### src/rtl/kbd_seg_pkg.sv
// Shared definitions for the keyboard / seven-segment I/O slave:
// bus addresses, receiver states and the hex segment font.
package kbd_seg_pkg;

    localparam logic [11:0] KBD_DATA_ADDR = 12'h900;
    localparam logic [11:0] KBD_STAT_ADDR = 12'h901;
    localparam logic [11:0] SEG_ADDR      = 12'hb00;

    typedef enum logic [1:0] {
        RX_IDLE,
        RX_DATA,
        RX_PARITY,
        RX_STOP
    } rx_state_t;

    // Font table is written as abcdefg and returned as {g,f,e,d,c,b,a}.
    function automatic logic [6:0] seg_font(input logic [3:0] nib);
        logic [6:0] abc;
        logic [6:0] gfe;
        case (nib)
            4'h0: abc = 7'b1111110;
            4'h1: abc = 7'b0110000;
            4'h2: abc = 7'b1101101;
            4'h3: abc = 7'b1111001;
            4'h4: abc = 7'b0110011;
            4'h5: abc = 7'b1011011;
            4'h6: abc = 7'b1011111;
            4'h7: abc = 7'b1110000;
            4'h8: abc = 7'b1111111;
            4'h9: abc = 7'b1111011;
            4'ha: abc = 7'b1110111;
            4'hb: abc = 7'b0011111;
            4'hc: abc = 7'b1001110;
            4'hd: abc = 7'b0111101;
            4'he: abc = 7'b1001111;
            default: abc = 7'b1000111;
        endcase
        for (int i = 0; i < 7; i++) gfe[i] = abc[6-i];
        return gfe;
    endfunction

endpackage

### src/rtl/kbd_seg_io_ps2_rx.sv
// PS/2 scancode receiver: input synchronisers, ps2c glitch filter,
// frame FSM with odd-parity / stop check and idle timeout.
import kbd_seg_pkg::*;

module ps2_rx #(
    parameter int FILTER_LEN  = 8,
    parameter int PS2_TIMEOUT = 50000
) (
    input  logic       clk,
    input  logic       rst_n,
    input  logic       ps2c,
    input  logic       ps2d,
    output logic [7:0] code,
    output logic       done
);

    localparam int TW = $clog2(PS2_TIMEOUT + 1);
    localparam logic [TW-1:0] TMO_LAST = TW'(PS2_TIMEOUT - 1);

    logic [1:0]            c_sync_q, c_sync_d, d_sync_q, d_sync_d;
    logic [FILTER_LEN-1:0] hist_q, hist_d;
    logic                  filt_q, filt_d, fall, din;
    rx_state_t             state_q, state_d;
    logic [2:0]            cnt_q, cnt_d;
    logic [7:0]            shift_q, shift_d, code_q, code_d;
    logic                  par_q, par_d, done_q, done_d;
    logic [TW-1:0]         tmo_q, tmo_d;

    always_ff @(posedge clk or negedge rst_n) begin
        if (!rst_n) begin
            c_sync_q <= 2'b11;
            d_sync_q <= 2'b11;
            hist_q   <= '1;
            filt_q   <= 1'b1;
            state_q  <= RX_IDLE;
            cnt_q    <= '0;
            shift_q  <= '0;
            par_q    <= 1'b0;
            code_q   <= '0;
            done_q   <= 1'b0;
            tmo_q    <= '0;
        end else begin
            c_sync_q <= c_sync_d;
            d_sync_q <= d_sync_d;
            hist_q   <= hist_d;
            filt_q   <= filt_d;
            state_q  <= state_d;
            cnt_q    <= cnt_d;
            shift_q  <= shift_d;
            par_q    <= par_d;
            code_q   <= code_d;
            done_q   <= done_d;
            tmo_q    <= tmo_d;
        end
    end

    always_comb begin
        c_sync_d = {c_sync_q[0], ps2c};
        d_sync_d = {d_sync_q[0], ps2d};
        hist_d   = {hist_q[FILTER_LEN-2:0], c_sync_q[1]};
        // Filtered level only moves once the whole history window agrees.
        if (&hist_q)       filt_d = 1'b1;
        else if (~|hist_q) filt_d = 1'b0;
        else               filt_d = filt_q;
        fall = filt_q & ~filt_d;
        din  = d_sync_q[1];
    end

    always_comb begin
        state_d = state_q;
        cnt_d   = cnt_q;
        shift_d = shift_q;
        par_d   = par_q;
        code_d  = code_q;
        done_d  = 1'b0;
        tmo_d   = '0;
        if (fall) begin
            case (state_q)
                RX_IDLE: begin
                    if (!din) begin
                        state_d = RX_DATA;
                        cnt_d   = '0;
                    end
                end
                RX_DATA: begin
                    shift_d = {din, shift_q[7:1]};
                    cnt_d   = cnt_q + 3'd1;
                    if (cnt_q == 3'd7) state_d = RX_PARITY;
                end
                RX_PARITY: begin
                    par_d   = din;
                    state_d = RX_STOP;
                end
                RX_STOP: begin
                    if (din && (^{shift_q, par_q})) begin
                        code_d = shift_q;
                        done_d = 1'b1;
                    end
                    state_d = RX_IDLE;
                end
                default: state_d = RX_IDLE;
            endcase
        end else if (state_q != RX_IDLE) begin
            if (tmo_q == TMO_LAST) state_d = RX_IDLE;
            else                   tmo_d   = tmo_q + 1'b1;
        end
    end

    assign code = code_q;
    assign done = done_q;

endmodule

### src/rtl/kbd_seg_io.sv
// Memory-mapped keyboard + 4-digit seven-segment slave for the CPU bus.
// Reads are purely combinational; only full, seg_reg and the scan counter are state.
import kbd_seg_pkg::*;

module kbd_seg_io #(
    parameter int          REFRESH_BITS = 16,
    parameter int          FILTER_LEN   = 8,
    parameter int          PS2_TIMEOUT  = 50000,
    parameter logic [15:0] SEG_RESET    = 16'h1515
) (
    input  logic        clk,
    input  logic        rst_n,
    input  logic        ps2c,
    input  logic        ps2d,
    input  logic [11:0] address,
    input  logic [15:0] data_out,
    input  logic        memwt,
    input  logic        intack,
    output logic [15:0] rd_data,
    output logic        hit,
    output logic [6:0]  display,
    output logic [3:0]  grounds
);

    logic [7:0]              rx_code;
    logic                    rx_done;
    logic                    full_q, full_d;
    logic [15:0]             seg_q, seg_d;
    logic [REFRESH_BITS-1:0] scan_q, scan_d;
    logic                    kbd_sel, seg_sel, ack;
    logic [1:0]              digit;
    logic [3:0]              nib;

    ps2_rx #(
        .FILTER_LEN (FILTER_LEN),
        .PS2_TIMEOUT(PS2_TIMEOUT)
    ) u_rx (
        .clk  (clk),
        .rst_n(rst_n),
        .ps2c (ps2c),
        .ps2d (ps2d),
        .code (rx_code),
        .done (rx_done)
    );

    always_ff @(posedge clk or negedge rst_n) begin
        if (!rst_n) begin
            full_q <= 1'b0;
            seg_q  <= SEG_RESET;
            scan_q <= '0;
        end else begin
            full_q <= full_d;
            seg_q  <= seg_d;
            scan_q <= scan_d;
        end
    end

    always_comb begin
        kbd_sel = (address == KBD_DATA_ADDR) || (address == KBD_STAT_ADDR);
        seg_sel = (address == SEG_ADDR);
        hit     = !intack && (kbd_sel || seg_sel);
        ack     = !intack && (address == KBD_DATA_ADDR);
        rd_data = 16'h0;
        if (!intack) begin
            if (kbd_sel)      rd_data = {full_q, 7'b0, rx_code};
            else if (seg_sel) rd_data = seg_q;
        end
        // A frame landing in an ack cycle must not be lost.
        if (rx_done)  full_d = 1'b1;
        else if (ack) full_d = 1'b0;
        else          full_d = full_q;
        seg_d  = (memwt && seg_sel && !intack) ? data_out : seg_q;
        scan_d = scan_q + 1'b1;
    end

    always_comb begin
        digit   = scan_q[REFRESH_BITS-1 -: 2];
        nib     = seg_q[{digit, 2'b00} +: 4];
        display = seg_font(nib);
        grounds = ~(4'b0001 << digit);
    end

endmodule

### config.mk
export PLATFORM = sky130hd
export DESIGN_NAME = kbd_seg_io
export DESIGN_NICKNAME = d
export VERILOG_FILES = /design/src/rtl/kbd_seg_pkg.sv /design/src/rtl/kbd_seg_io_ps2_rx.sv /design/src/rtl/kbd_seg_io.sv
export SDC_FILE = /design/constraint.sdc
export NUM_CORES = 1
export LEC_CHECK = 0
export CAP_MARGIN = 20
export CORE_MARGIN = 10
export CORE_UTILIZATION = 40
export DETAILED_ROUTE_END_ITERATION = 10
export PLACE_DENSITY = 0.6
export SYNTH_ARGS = -nofsm -noshare
export SYNTH_HDL_FRONTEND = slang
export SYNTH_SLANG_ARGS = --single-unit
### constraint.sdc
create_clock -name clk -period 1.9 [get_ports clk]
set_input_delay 0.38 -clock clk [delete_from_list [all_inputs] [get_ports clk]]
set_output_delay 0.38 -clock clk [all_outputs]
set_load 0.02 [all_outputs]
==> reports/metrics.yaml <==
syn_inst: 355
die_area_um2: 14900
drc: 0
insertion_delay_ns: 0.35
worst-path-buf-inv: 1
place_congestion: 0.815
stdcell_area_um2: 6270
synth_top_family_by_area: "simple AND/OR/NAND/NOR gates"
cp_data_required_time_ns: 1.52
pin_count: 62
nets: 542
path_depth: 6
ys.flop_type: "dfrtp_1"
track_usage_pct: 13.4
synth-compound-area-share_pct: 4.98
hold_viol_final: 0
ant_nets: 0
slew_viol_final: 0
power.density_nw_per_um2: 532
combPwrFrac_pct: 4.4
synthesis.nets: 404
synth_edf_count: 0
clkPwrFrac_pct: 40.1
status: "finished with violations"
clock_sinks: 85
cap_violations: 0
io_buffers: 61
grt_max_degree: 33
yosysUniqueCellTypes: 49
first_pass_iters: 5
die_y_um: 122
rows: 37
dr_total_vias: 3088
setup_slack_ns: -0.616
start_kind: "register"
finalClockSkew_ns: 0.0115
fillCellCount: 848
yosys-mux-area-fraction_pct: 12.5
worstPathArrival_ns: 2.14
first_iter_violations: 117
grt-ovfl-total: 0
rsz0062_at_grt: "yes"
p_int_mw: 2.60
place_area_um2: 5550
totalWireLength_um: 9740
initial_core_util_pct: 40.7
post-route-min-period_ns: 2.52
synth_adder_area_share_pct: 4.50
drive_gt1_share_pct: 51.0
path_class: "reg2out"
diodes: 0
max_freq_mhz: 398
highest_layer: "met4"
yosys.area_share.simple_pct: 16.4
ys_seq_elements: 85
hold_depth: 0
synth_warnings: 0
cts_tree: "built"
sw_frac_of_total_pct: 21.9
ir_worst_vdd_mv: 0.454
die_w_um: 122
vias_per_cell: 4.87
cts_max_level: 3
min_path_type: "reg2reg"
cp_slowest_cell: "mux4_2"
relSlewSlack_pct: 72.0
core_area_um2: 10200
met3WireLength_um: 418
seqPwrFrac_pct: 55.5
setup_viol_count_final: 25
rr_worst_depth: 6
endpoint_kind: "output pin"
synthXorXnorAreaFrac_pct: 7.74
clockBufferDepth: 2
antenna_found_initial: 0
violations: "setup timing"
worstMarginPinSlew_ns: 0.421
wl_met2_um: 4600
crit_path_max_incr_delay_ns: 0.62
hpwl_um: 7040
async_flop_share_pct: 100
crit_chain: "mux4_2 -> ha_2 -> nor2_2 -> a21oi_2 -> a22oi_2 -> buf_4"
routedLengthMet1_um: 4640
grt_pass1_wl_um: 16200
area_growth_pct: 50.3
total_power_mw: 3.33
syn_area_um2: 4170
cts-root-buf: "clkbuf_8"
syn_avg_cell_area_um2: 11.7
worstPathMaxFanout: 5
min_period_over_period_pct: 132
wl_per_cell_um: 15.4
cts-buffers-inserted: 9
leakage_nw: 2.78
clk_pin_slew_ns: 0.08
synth_seq_area_share_pct: 51.6
switchingPower_mw: 0.729
cpLargestDelayFamily: "multiplexers"
grt_pass1_vias: 3214
## worst register-to-register path, cell delays in order (launching register included)
cell     delay (ns)
dfrtp_1        0.42
xnor2_2        0.25
xnor2_2        0.12
xnor2_2        0.25
mux2i_4        0.29
buf_12         0.15
mux2_4         0.30
## power by group through the flow
| stage | sequential [mW] | combinational, mW | clock [mW] |
|---|---|---|---|
| floorplan | 1.88 | 0.0176 | 0 |
| global placement | 1.88 | 0.146 | 0 |
| detailed placement | 1.88 | 0.147 | 0 |
| CTS | 1.85 | 0.150 | 1.38 |
| global route | 1.85 | 0.162 | 1.46 |
| finish | 1.85 | 0.146 | 1.34 |
## synth_stat cells (all sizes together), types with 2 or more instances
| cell type | number | area [µm²] |
|---|---|---|
| nand2b | 3 | 18.8 |
| mux4 | 4 | 90.1 |
| and2 | 9 | 56.3 |
| and3 | 9 | 56.3 |
| xnor2 | 25 | 226 |
| nand2 | 20 | 82.6 |
| dfrtp | 66 | 1650 |
| clkbuf | 5 | 18.8 |
| mux2i | 9 | 103 |
| or4bb | 2 | 22.5 |
| nor4 | 4 | 43.8 |
| nor2 | 36 | 150 |
| dfstp | 19 | 499 |
| o21ai | 11 | 55.1 |
| buf | 5 | 33.8 |
| and4 | 6 | 52.6 |
| or2 | 3 | 18.8 |
| inv | 12 | 45.0 |
| xor2 | 11 | 96.3 |
| a22o | 3 | 26.3 |
| ha | 15 | 188 |
| mux2 | 29 | 327 |
| nand3 | 12 | 60.1 |
| a22oi | 3 | 22.5 |
| nand4 | 8 | 50.1 |
| a21oi | 11 | 55.1 |
| nor2b | 3 | 18.8 |
## kinds of logic (layout without fill, tap and decap cells)
logic type / after synthesis / count (layout)
muxes: 42 / 42
AOI/OAI and AO/OA: 34 / 34
and+or+nand+nor: 121 / 122
buffers and inverters: 22 / 164
DFF: 85 / 85
xor gates and xnor gates: 36 / 36
adders and majority gates: 15 / 15
## cells in the final DEF (no fill, tap or decap), drive strengths merged, types with 12 or more instances in the layout
cell,instances
buf,107
clkbuf,14
clkdlybuf4s50,19
dfrtp,66
dfstp,19
ha,15
inv,13
mux2,29
nand2,20
nand3,12
nor2,37
xnor2,25
## registers in the layout, summed over array words and instances (netlist names), 3 cells and up
register and flops:
u_rx.cnt_q 3, seg_q 16, u_rx.hist_q 8, scan_q 16, u_rx.tmo_q 16, u_rx.code 8, u_rx.shift_q 8
## per-layer routing
layer	vias up	GRT usage, %
li1	1514	-
met1	1508	18.0
met2	59	21.3
met3	7	3.98
met4	0	2.65
met5	-	0
## worst paths after layout
path	from	to	slack, ns
worst max-delay path	scan_q[14]	display[1]	-0.62
worst min-delay path	u_rx.c_sync_q[0]	u_rx.c_sync_q[1]	0.36
worst max register to register	u_rx.shift_q[3]	u_rx.code[1]	0
worst min register to register	u_rx.c_sync_q[0]	u_rx.c_sync_q[1]	0.36
max in group asynchronous	rst_n	u_rx.filt_q	0.77
min in group asynchronous	rst_n	u_rx.tmo_q[13]	0.51
## layout make-up
class	instances	area, µm²	share of cell area, %
repair buffers	136	1280	20.5
well taps	136	170	2.72
multi-input cells	249	2390	38.2
inverters	12	55.1	0.879
flip-flops and latches	85	2150	34.3
clock buffers	12	155	2.48
clock inverters	4	55.1	0.879
## stage by stage
| step | setup slack (ns) | TNS (ns) | utilization (%) | hold WS, ns | std cells |
|---|---|---|---|---|---|
| detailed placement | -1.03 | -32.03 | 54.2 | 0.348 | 596 |
| finish | -0.616 | -7.51 | 61.2 | 0.356 | 634 |
| floorplan | -0.146 | -1.79 | - | 0.0844 | 355 |
| global placement | -1.01 | -31.59 | 54.2 | 0.345 | 596 |
| global route | -0.704 | -9.87 | 61.2 | 0.360 | 634 |
| CTS | -0.613 | -7.46 | 60.0 | 0.358 | 628 |
## repair_timing
action,CTS,global route
setup endpoints to repair,52,52
pin swaps,20,20
hold buffers,1,0
resized for setup,231,36
gates cloned,3,0
buffers inserted,12,8
endpoints found under the hold margin,23,0
Power figures use the tool's default switching activity.
